**src/rtl/e203_fpu_pkg.sv**
```systemverilog
// Shared FPU definitions: class-mask bit positions, format encodings and
// per-format field widths used by the FCLASS path.
package e203_fpu_pkg;

  localparam int unsigned FCLS_W = 10;

  localparam int unsigned FCLS_NINF  = 0;
  localparam int unsigned FCLS_NNORM = 1;
  localparam int unsigned FCLS_NSUB  = 2;
  localparam int unsigned FCLS_NZERO = 3;
  localparam int unsigned FCLS_PZERO = 4;
  localparam int unsigned FCLS_PSUB  = 5;
  localparam int unsigned FCLS_PNORM = 6;
  localparam int unsigned FCLS_PINF  = 7;
  localparam int unsigned FCLS_SNAN  = 8;
  localparam int unsigned FCLS_QNAN  = 9;

  localparam logic FMT_S = 1'b0;
  localparam logic FMT_D = 1'b1;

  localparam int unsigned S_EXP_W = 8;
  localparam int unsigned S_MAN_W = 23;
  localparam int unsigned D_EXP_W = 11;
  localparam int unsigned D_MAN_W = 52;

  typedef logic [FCLS_W-1:0] fcls_mask_t;

endpackage

```
**src/rtl/e203_exu_fpu_fclass_pipe_if.sv**
```systemverilog
// FCLASS request/result channel between misc dispatch and write-back arbiter.
//   master : dispatch/arbiter side (drives request, flush, result ready)
//   slave  : FCLASS pipe (drives request ready and the result)
interface e203_exu_fpu_fclass_pipe_if #(
  parameter int unsigned FLEN   = 32,
  parameter int unsigned XLEN   = 32,
  parameter int unsigned ITAG_W = 4
);
  logic              fclass_i_valid;
  logic              fclass_i_ready;
  logic [FLEN-1:0]   fclass_i_rs1;
  logic              fclass_i_fmt;
  logic [ITAG_W-1:0] fclass_i_itag;
  logic              fclass_flush;
  logic              fclass_o_valid;
  logic              fclass_o_ready;
  logic [XLEN-1:0]   fclass_o_wbck_wdat;
  logic [ITAG_W-1:0] fclass_o_itag;

  modport master (
    output fclass_i_valid, fclass_i_rs1, fclass_i_fmt, fclass_i_itag,
           fclass_flush, fclass_o_ready,
    input  fclass_i_ready, fclass_o_valid, fclass_o_wbck_wdat, fclass_o_itag
  );

  modport slave (
    input  fclass_i_valid, fclass_i_rs1, fclass_i_fmt, fclass_i_itag,
           fclass_flush, fclass_o_ready,
    output fclass_i_ready, fclass_o_valid, fclass_o_wbck_wdat, fclass_o_itag
  );
endinterface

```
**src/rtl/e203_exu_fpu_fclass_core.sv**
```systemverilog
// Combinational FCLASS: (rs1, fmt) -> one-hot 10-bit RISC-V class mask.
//   rs1    : operand (FLEN bits)
//   fmt    : 0 single, 1 double (ignored when FLEN=32)
//   mask_c : class mask, exactly one bit set
module e203_exu_fpu_fclass_core
  import e203_fpu_pkg::*;
#(
  parameter int unsigned FLEN = 32
) (
  input  logic [FLEN-1:0] rs1,
  input  logic            fmt,
  output fcls_mask_t      mask_c
);

  localparam int unsigned OP_W = 64;

  logic [OP_W-1:0] op;
  logic            is_d;
  logic            unboxed;
  logic            sign;
  logic            exp_ones;
  logic            exp_zero;
  logic            man_zero;
  logic            quiet;

  // Widen to 64 so both formats index the same vector for any FLEN.
  assign op   = OP_W'(rs1);
  assign is_d = (FLEN == 64) && (fmt == FMT_D);

  // A single in a 64-bit register must be NaN-boxed, else it reads as canonical qNaN.
  assign unboxed = (FLEN == 64) && (fmt == FMT_S) && (op[63:32] != 32'hFFFF_FFFF);

  // Field decode for the selected format.
  always_comb begin
    sign     = op[S_EXP_W + S_MAN_W];
    exp_ones = &op[S_MAN_W +: S_EXP_W];
    exp_zero = ~|op[S_MAN_W +: S_EXP_W];
    man_zero = ~|op[S_MAN_W-1:0];
    quiet    = op[S_MAN_W-1];
    if (is_d) begin
      sign     = op[D_EXP_W + D_MAN_W];
      exp_ones = &op[D_MAN_W +: D_EXP_W];
      exp_zero = ~|op[D_MAN_W +: D_EXP_W];
      man_zero = ~|op[D_MAN_W-1:0];
      quiet    = op[D_MAN_W-1];
    end
  end

  // Class selection.
  always_comb begin
    mask_c = '0;
    if (unboxed) begin
      mask_c[FCLS_QNAN] = 1'b1;
    end else if (exp_ones) begin
      if (man_zero)   mask_c[sign ? FCLS_NINF : FCLS_PINF] = 1'b1;
      else if (quiet) mask_c[FCLS_QNAN] = 1'b1;
      else            mask_c[FCLS_SNAN] = 1'b1;
    end else if (exp_zero) begin
      if (man_zero) mask_c[sign ? FCLS_NZERO : FCLS_PZERO] = 1'b1;
      else          mask_c[sign ? FCLS_NSUB  : FCLS_PSUB]  = 1'b1;
    end else begin
      mask_c[sign ? FCLS_NNORM : FCLS_PNORM] = 1'b1;
    end
  end

endmodule

```
**src/rtl/e203_exu_fpu_fclass_pipe.sv**
```systemverilog
// Pipelined FCLASS unit: classify ahead of stage 1, then STAGES elastic
// valid/ready registers carrying {valid, mask, itag}; flush kills all stages.
//   clk, rst_n : clock, async active-low reset
//   bus        : request (valid/ready/rs1/fmt/itag), flush, result
//                (valid/ready/wbck_wdat/itag), slave side
module e203_exu_fpu_fclass_pipe
  import e203_fpu_pkg::*;
#(
  parameter int unsigned FLEN   = 32,
  parameter int unsigned XLEN   = 32,
  parameter int unsigned STAGES = 1,
  parameter int unsigned ITAG_W = 4
) (
  input logic clk,
  input logic rst_n,
  e203_exu_fpu_fclass_pipe_if.slave bus
);

  fcls_mask_t        cls_c;
  logic              rdy_c     [STAGES+1];
  logic              up_vld_c  [STAGES];
  fcls_mask_t        up_mask_c [STAGES];
  logic [ITAG_W-1:0] up_itag_c [STAGES];
  logic              vld_q     [STAGES];
  fcls_mask_t        mask_q    [STAGES];
  logic [ITAG_W-1:0] itag_q    [STAGES];

  e203_exu_fpu_fclass_core #(
    .FLEN (FLEN)
  ) u_core (
    .rs1    (bus.fclass_i_rs1),
    .fmt    (bus.fclass_i_fmt),
    .mask_c (cls_c)
  );

  assign rdy_c[STAGES] = bus.fclass_o_ready;

  for (genvar k = 0; k < STAGES; k++) begin : g_stage
    // A stage can take new content when empty or when its content moves on.
    assign rdy_c[k] = ~vld_q[k] | rdy_c[k+1];

    if (k == 0) begin : g_head
      assign up_vld_c[k]  = bus.fclass_i_valid;
      assign up_mask_c[k] = cls_c;
      assign up_itag_c[k] = bus.fclass_i_itag;
    end else begin : g_body
      assign up_vld_c[k]  = vld_q[k-1];
      assign up_mask_c[k] = mask_q[k-1];
      assign up_itag_c[k] = itag_q[k-1];
    end

    // Stage register; data only captured with a valid upstream to avoid toggling on bubbles.
    always_ff @(posedge clk or negedge rst_n) begin
      if (!rst_n) begin
        vld_q[k]  <= 1'b0;
        mask_q[k] <= '0;
        itag_q[k] <= '0;
      end else begin
        if (bus.fclass_flush) vld_q[k] <= 1'b0;
        else if (rdy_c[k])    vld_q[k] <= up_vld_c[k];
        if (rdy_c[k] && up_vld_c[k]) begin
          mask_q[k] <= up_mask_c[k];
          itag_q[k] <= up_itag_c[k];
        end
      end
    end
  end

  assign bus.fclass_i_ready     = rdy_c[0];
  assign bus.fclass_o_valid     = vld_q[STAGES-1];
  assign bus.fclass_o_wbck_wdat = XLEN'(mask_q[STAGES-1]);
  assign bus.fclass_o_itag      = itag_q[STAGES-1];

endmodule

```
**src/flat_wrapper.sv**
```systemverilog
// flat-port wrapper written by rule: the top's interface ports become plain ports
module e203_exu_fpu_fclass_pipe_flat import e203_fpu_pkg::*;
#(
  parameter int unsigned FLEN   = 32,
  parameter int unsigned XLEN   = 32,
  parameter int unsigned STAGES = 1,
  parameter int unsigned ITAG_W = 4
)
  (clk, rst_n, bus_fclass_i_valid, bus_fclass_i_rs1, bus_fclass_i_fmt, bus_fclass_i_itag, bus_fclass_flush, bus_fclass_o_ready, bus_fclass_i_ready, bus_fclass_o_valid, bus_fclass_o_wbck_wdat, bus_fclass_o_itag);
  e203_exu_fpu_fclass_pipe_if #(.FLEN(FLEN), .XLEN(XLEN), .ITAG_W(ITAG_W)) bus_i ();
  input logic clk;
  input logic rst_n;
  input wire logic [$bits(bus_i.fclass_i_valid)-1:0] bus_fclass_i_valid;
  input wire logic [$bits(bus_i.fclass_i_rs1)-1:0] bus_fclass_i_rs1;
  input wire logic [$bits(bus_i.fclass_i_fmt)-1:0] bus_fclass_i_fmt;
  input wire logic [$bits(bus_i.fclass_i_itag)-1:0] bus_fclass_i_itag;
  input wire logic [$bits(bus_i.fclass_flush)-1:0] bus_fclass_flush;
  input wire logic [$bits(bus_i.fclass_o_ready)-1:0] bus_fclass_o_ready;
  output wire logic [$bits(bus_i.fclass_i_ready)-1:0] bus_fclass_i_ready;
  output wire logic [$bits(bus_i.fclass_o_valid)-1:0] bus_fclass_o_valid;
  output wire logic [$bits(bus_i.fclass_o_wbck_wdat)-1:0] bus_fclass_o_wbck_wdat;
  output wire logic [$bits(bus_i.fclass_o_itag)-1:0] bus_fclass_o_itag;
  assign bus_i.fclass_i_valid = bus_fclass_i_valid;
  assign bus_i.fclass_i_rs1 = bus_fclass_i_rs1;
  assign bus_i.fclass_i_fmt = bus_fclass_i_fmt;
  assign bus_i.fclass_i_itag = bus_fclass_i_itag;
  assign bus_i.fclass_flush = bus_fclass_flush;
  assign bus_i.fclass_o_ready = bus_fclass_o_ready;
  assign bus_fclass_i_ready = bus_i.fclass_i_ready;
  assign bus_fclass_o_valid = bus_i.fclass_o_valid;
  assign bus_fclass_o_wbck_wdat = bus_i.fclass_o_wbck_wdat;
  assign bus_fclass_o_itag = bus_i.fclass_o_itag;
  e203_exu_fpu_fclass_pipe #(.FLEN(FLEN), .XLEN(XLEN), .STAGES(STAGES), .ITAG_W(ITAG_W)) u_core (.clk(clk), .rst_n(rst_n), .bus(bus_i));
endmodule
```
**config.mk**
```make
export PLATFORM = sky130hd
export DESIGN_NAME = e203_exu_fpu_fclass_pipe_flat
export DESIGN_NICKNAME = d
export VERILOG_FILES = /design/src/rtl/e203_fpu_pkg.sv /design/src/rtl/e203_exu_fpu_fclass_pipe_if.sv /design/src/rtl/e203_exu_fpu_fclass_core.sv /design/src/rtl/e203_exu_fpu_fclass_pipe.sv /design/src/flat_wrapper.sv
export SDC_FILE = /design/constraint.sdc
export NUM_CORES = 1
export LEC_CHECK = 0
export CELL_PAD_IN_SITES_DETAIL_PLACEMENT = 1
export CELL_PAD_IN_SITES_GLOBAL_PLACEMENT = 1
export CORE_MARGIN = 3
export CORE_UTILIZATION = 20
export CTS_BUF_LIST = sky130_fd_sc_hd__clkbuf_8 sky130_fd_sc_hd__clkbuf_16
export CTS_CLUSTER_DIAMETER = 80
export DETAILED_ROUTE_END_ITERATION = 10
export MAX_ROUTING_LAYER = met4
export PLACE_DENSITY_LB_ADDON = 0.2
export SLEW_MARGIN = 25
export SYNTH_ARGS = -nofsm -noshare
export SYNTH_HDL_FRONTEND = slang
export SYNTH_SLANG_ARGS = --single-unit
```
**constraint.sdc**
```tcl
create_clock -name clk -period 1.66 [get_ports clk]
set_input_delay 0.332 -clock clk [delete_from_list [all_inputs] [get_ports clk]]
set_output_delay 0.332 -clock clk [all_outputs]
set_load 0.05 [all_outputs]
```
Yosys cells after proc, flatten, opt, wreduce, memory -nomap -nowiden:

Index checks and enable logic that the tools add are counted.

* word-level logic and storage cells: 43
* register bits after elaboration: 15

* bitwise gates (word level): 2
* multiplexer cells: 21
* reduce and logical (&&, ||, !) cells: 9
* $lt $le $gt $ge: 8

Operators with widths (number)
* 10-bit two-way mux: 3
* 23-bit OR reduction: 1
* 3-bit by 5-bit < comparator with 1-bit output, second input constant: 4
* 1-bit demux with 4-bit select: 4
* 3-bit by 1-bit greater-or-equal comparator with 1-bit output, second input constant: 4
* 3-bit two-way mux: 4
* 1-bit two-way mux: 8
* 8-bit two-way mux: 1
* 8-bit AND reduction: 1
* 8-bit OR reduction: 1
* 1-bit logical AND: 5
* 2-bit two-way mux: 1
* 2-bit nonzero test: 1
* 1-bit NOT: 1
* 1-bit bitwise OR: 1

Depth between registers and ports, before layout:

* depth in word-level cells: 8
* mapped depth: 5
* mapped depth without buffers: 4

Modules after synthesis:

A second synthesis with hierarchy kept.

* cell total of the unflattened synthesis: 86
* area total of the unflattened synthesis: 1017.2 sq um

Modules (own cells, without submodules)
* e203_exu_fpu_fclass_pipe: cells each 57, times used 1, area each 793.3 sq um
* e203_exu_fpu_fclass_core: cells each 29, times used 1, area each 224.0 sq um

Worst setup path after synthesis:

OpenSTA, ideal clock, no wires.

* kind: reg2reg
* start point: register u_core.vld_q (netlist: u_core.bus.fclass_o_valid)
* end point: register u_core.mask_q[0] in the netlist's numbering
* buffers on the path: 0
* data arrival time: 1.639 ns
* cell stages (with the launch flop): 5
* slack: -0.048 ns
* library setup time: 0.069 ns
* clock period less this slack: 1.708 ns
* cell sequence: dfrtp_1 > nand2b_2 > nand2_1 > nor3_1 > a32o_1

* longest elaborated chain between the ends: 3

Ends and longest elaborated chain
* start: declaration: line e203_exu_fpu_fclass_pipe.sv:24 `logic vld_q [STAGES];`
* start signal: indexed assignment: line e203_exu_fpu_fclass_pipe.sv:60 `else if (rdy_c[k]) vld_q[k] <= up_vld_c[k];`
* 1-bit NOT: line e203_exu_fpu_fclass_pipe.sv:40 `assign rdy_c[k] = ~vld_q[k] | rdy_c[k+1];`
* 1-bit bitwise OR: line e203_exu_fpu_fclass_pipe.sv:40
* via bus_fclass_i_ready: line flat_wrapper.sv:19 `output wire logic [$bits(bus_i.fclass_i_ready)-1:0] bus_fclass_i_ready;`
* 1-bit logical AND: line e203_exu_fpu_fclass_pipe.sv:61 `if (rdy_c[k] && up_vld_c[k]) begin`
* end signal: indexed assignment: line e203_exu_fpu_fclass_pipe.sv:62 `mask_q[k] <= up_mask_c[k];`
* end: declaration: line e203_exu_fpu_fclass_pipe.sv:25 `fcls_mask_t mask_q [STAGES];`

The timed path passes the listed nets, and every way through them passes these cells.
A chain may end at the register's enable or synchronous reset.

Worst setup path in the final report:

* start point: input bus_fclass_i_rs1[5]
* end point: register u_core.mask_q[8] in the netlist's numbering

* longest elaborated chain between the ends: 4

Ends and longest elaborated chain
* start: declaration: line flat_wrapper.sv:14 `input wire logic [$bits(bus_i.fclass_i_rs1)-1:0] bus_fclass_i_rs1;`
* 23-bit OR reduction *: line e203_exu_fpu_fclass_core.sv:38 `man_zero = ~|op[S_MAN_W-1:0];`
* 10-bit two-way mux: line e203_exu_fpu_fclass_core.sv:59 `if (man_zero) mask_c[sign ? FCLS_NZERO : FCLS_PZERO] = 1'b1;`
* 10-bit two-way mux: line e203_exu_fpu_fclass_core.sv:58 `end else if (exp_zero) begin`
* 10-bit two-way mux *: line e203_exu_fpu_fclass_core.sv:54 `end else if (exp_ones) begin`

Mark *: on every way between the ends. The rest lies on a longest branch, timed or not.

==> results.tsv <==
stage	metric	value	unit
final_layout	area_delta_synth_final	74.04	%
final_layout	drive_gt1_frac	0.2500	
grt	grt_antenna_before_repair	0	
yosys	netlist_area	843.3	µm²
placed_design	port_buffers	56	
power_and_ir_drop	p_seq_frac	0.375	
die	ioPinCount	80	
power_and_ir_drop	power.leakage	0.0006769	µW
cts	hold_buffers	0	
yosys	syn_avg_cell_area	10.41	µm²
power_and_ir_drop	netSwitchingPower	367.0	µW
yosys	synth_cells	81	
timing	fmax	0.6498	GHz
power_and_ir_drop	internal_power	689.1	µW
yosys	synth_top_area_cell	dfrtp_1	
cts	path_clk_slew	0.06	ns
timing	hold_ws	0.4067	ns
power_and_ir_drop	power_density	719.6	mW/mm²
final_layout	instances_no_fill	196	
setup_path	max_stage_delay	0.41	ns
final_layout	finalCoreUtilization	0.3808	
setup_path	crit_buf_inv	1	
cts	clockBufferDepth	2	
yosys	synth_top_area_share	0.4451	
routing	drtIter0Drc	12	
timing	finalHoldViolations	0	
timing	clock_skew	0.001652	ns
grt	grt_usage	0.1042	
die	placementRows	22	
grt	grt_use_met2	0.1802	
final_layout	n_antenna_cell	0	
grt	grt_max_degree	16	
die	die_area	0.005032	mm²
grt	grt_busiest_layer	met2	
cts	clockRootBuffer	clkbuf_8	
status	status	completed	
timing	setup_viol	0	
run	max-cap-violations	0	
setup_path	path_class	primary input to register	
routing	drtPass1Iterations	3	
grt	met3_usage	0.01420	
routing	ant_nets	0	
timing	rsz0062_at_grt	no	
die	die_y	70.94	µm
cts	clock_sinks	15	
placed_design	hpwl	2.242	mm
routing	avgRoutedWirePerCell	13.00	µm
cts	cts_tree	yes	
routing	dr_total_vias	802	
timing	period_needed	1.539	ns
setup_path	crit_arrival	1.67	ns
setup_path	worst_path_dominant_cell_family	simple AND/OR/NAND/NOR gates	
timing	fin_crit_sh	0.9271	
power_and_ir_drop	ir_worst_vdd	274.6	µV
power_and_ir_drop	power.clock.fraction	0.265	
final_layout	n_fill_cell	465	
power_and_ir_drop	comb_power_share	0.360	
cts	cts-buffers-inserted	3	
timing	maxSlewViolCount	0	
die	start_util	0.2188	
routing	wl	2.548	mm
grt	grt_pass1_wl	3.995	mm
routing	drc_errors	0	
routing	viasPerCell	4.092	
final_layout	fin_nets	191	
final_layout	layout_commonest_cell	clkdlybuf4s50_1	
yosys	synth_area_leaders	dfrtp_1 (45%), buf_4 (20%), a32o_1 (5.9%)	
setup_path	endpoint_kind	register	
yosys	yosysSeqAreaShare	0.4451	
placed_design	gp_congestion	0.7056	
setup_path	path_cells	clkdlybuf4s50_1 -> nor4_2 -> nand4_1 -> or2_4 -> a32o_1	
setup_path	worst-path-max-fanout	3	
final_layout	layout_common_cells	clkdlybuf4s50_1 (39), buf_4 (24), conb_1 (22)	
placed_design	dpl.cell_count	192	
setup_path	cp-start-kind	primary input	
setup_path	cp.required	1.79	ns
worst_hold_path	hold_path.class	primary input to async pin	
yosys	ys.warnings.count	0	
cts	clock_latency	0.24	ns
yosys	ys_seq_elements	15	
cts	cts_max_level	1	
die	core_area	0.003854	mm²
grt	use_met1	0.1151	
die	die_w	70.94	µm
grt	grt_pass1_vias	840	
yosys	synth_cell_types	21	
setup_path	crit_path_top_delay_cell	clkdlybuf4s50_1	
grt	overflow	0	
power_and_ir_drop	p_sw_frac	0.3475	
[Yosys cell counts (all sizes together)]
cell	number
nor4	7
nand2	5
nand4	3
mux2	4
o211ai	1
nor3	3
nor2	2
a32o	5
or2	1
conb	1
a22o	3
o21ai	2
buf	23
inv	3
dfrtp	15
a21oi	1
nand2b	2
[sequential cells by signal (all words and copies together), names as in the netlist]
signal,cells
u_core.mask_q,10
u_core.bus.fclass_o_valid,1
u_core.bus.fclass_o_itag,4
[what timing repair did]
action,in CTS,in global routing
setup buffers,0,0
setup endpoints to repair,0,2
resized for setup,0,2
[per-layer routing]
| layer | routed length (µm) | part of all wire |
|---|---|---|
| met1 | 925 | 0.36 |
| met2 | 1419 | 0.56 |
| met3 | 147 | 0.058 |
| met4 | 55 | 0.022 |
| met5 | 0 | 0 |
[worst paths after layout]
| kind | startpoint | endpoint | slack (ns) | cells past startpoint |
|---|---|---|---|---|
| worst max-delay path | bus_fclass_i_rs1[5] | u_core.mask_q[8] | 0.12 | 5 |
| max in group asynchronous | rst_n | u_core.mask_q[9] | 1.08 | 2 |
| worst max register to register | u_core.bus.fclass_o_valid | u_core.mask_q[0] | 0.48 | 5 |
| min in group clk | u_core.mask_q[1] | u_core.mask_q[1] | 0.49 | 2 |
| worst min register to register | u_core.mask_q[1] | u_core.mask_q[1] | 0.49 | 2 |
| worst min-delay path | rst_n | u_core.bus.fclass_o_itag[1] | 0.41 | 2 |
[power by group through the flow]
stage / sequential [µW] / clock [µW] / combinational, µW
after floorplan: 472 / 0 / 189
after global placement: 402 / 0 / 378
after detailed placement: 403 / 0 / 383
after CTS: 396 / 293 / 383
after global routing: 399 / 309 / 400
final: 396 / 279 / 380
[per-stage QoR]
step	power [µW]	area [µm²]	worst slack (ns)	setup TNS (ns)
5_1_grt	1107	1468	0.002369	0
2_1_floorplan	660.3	927.1	0.04468	0
3_3_place_gp	780.4	1418	-0.1918	-0.6608
3_5_place_dp	785.9	1418	-0.1821	-0.7345
4_1_cts	1073	1463	0.07899	0
6_report	1056	1468	0.1210	0
[layout make-up]
class | count | area, µm² | share of cell area
Sequential cell | 15 | 375.4 | 0.2558
Clock buffer | 3 | 41.29 | 0.02813
Multi-Input combinational cell | 61 | 372.9 | 0.2540
Clock inverter | 1 | 3.754 | 0.002558
Inverter | 3 | 11.26 | 0.007673
Tap cell | 48 | 60.06 | 0.04092
Timing Repair Buffer | 65 | 603.1 | 0.4109
[kinds of logic after synthesis]
family                 Yosys count  share of synthesized area
flip-flops                      15                     0.4451
AO/OA/AOI/OAI                   12                     0.1187
other                            1                   0.004447
multiplexers                     4                    0.05341
buffers and inverters           26                     0.2151
AND/OR/NAND/NOR                 23                     0.1632
Power figures use the tool's default switching activity.
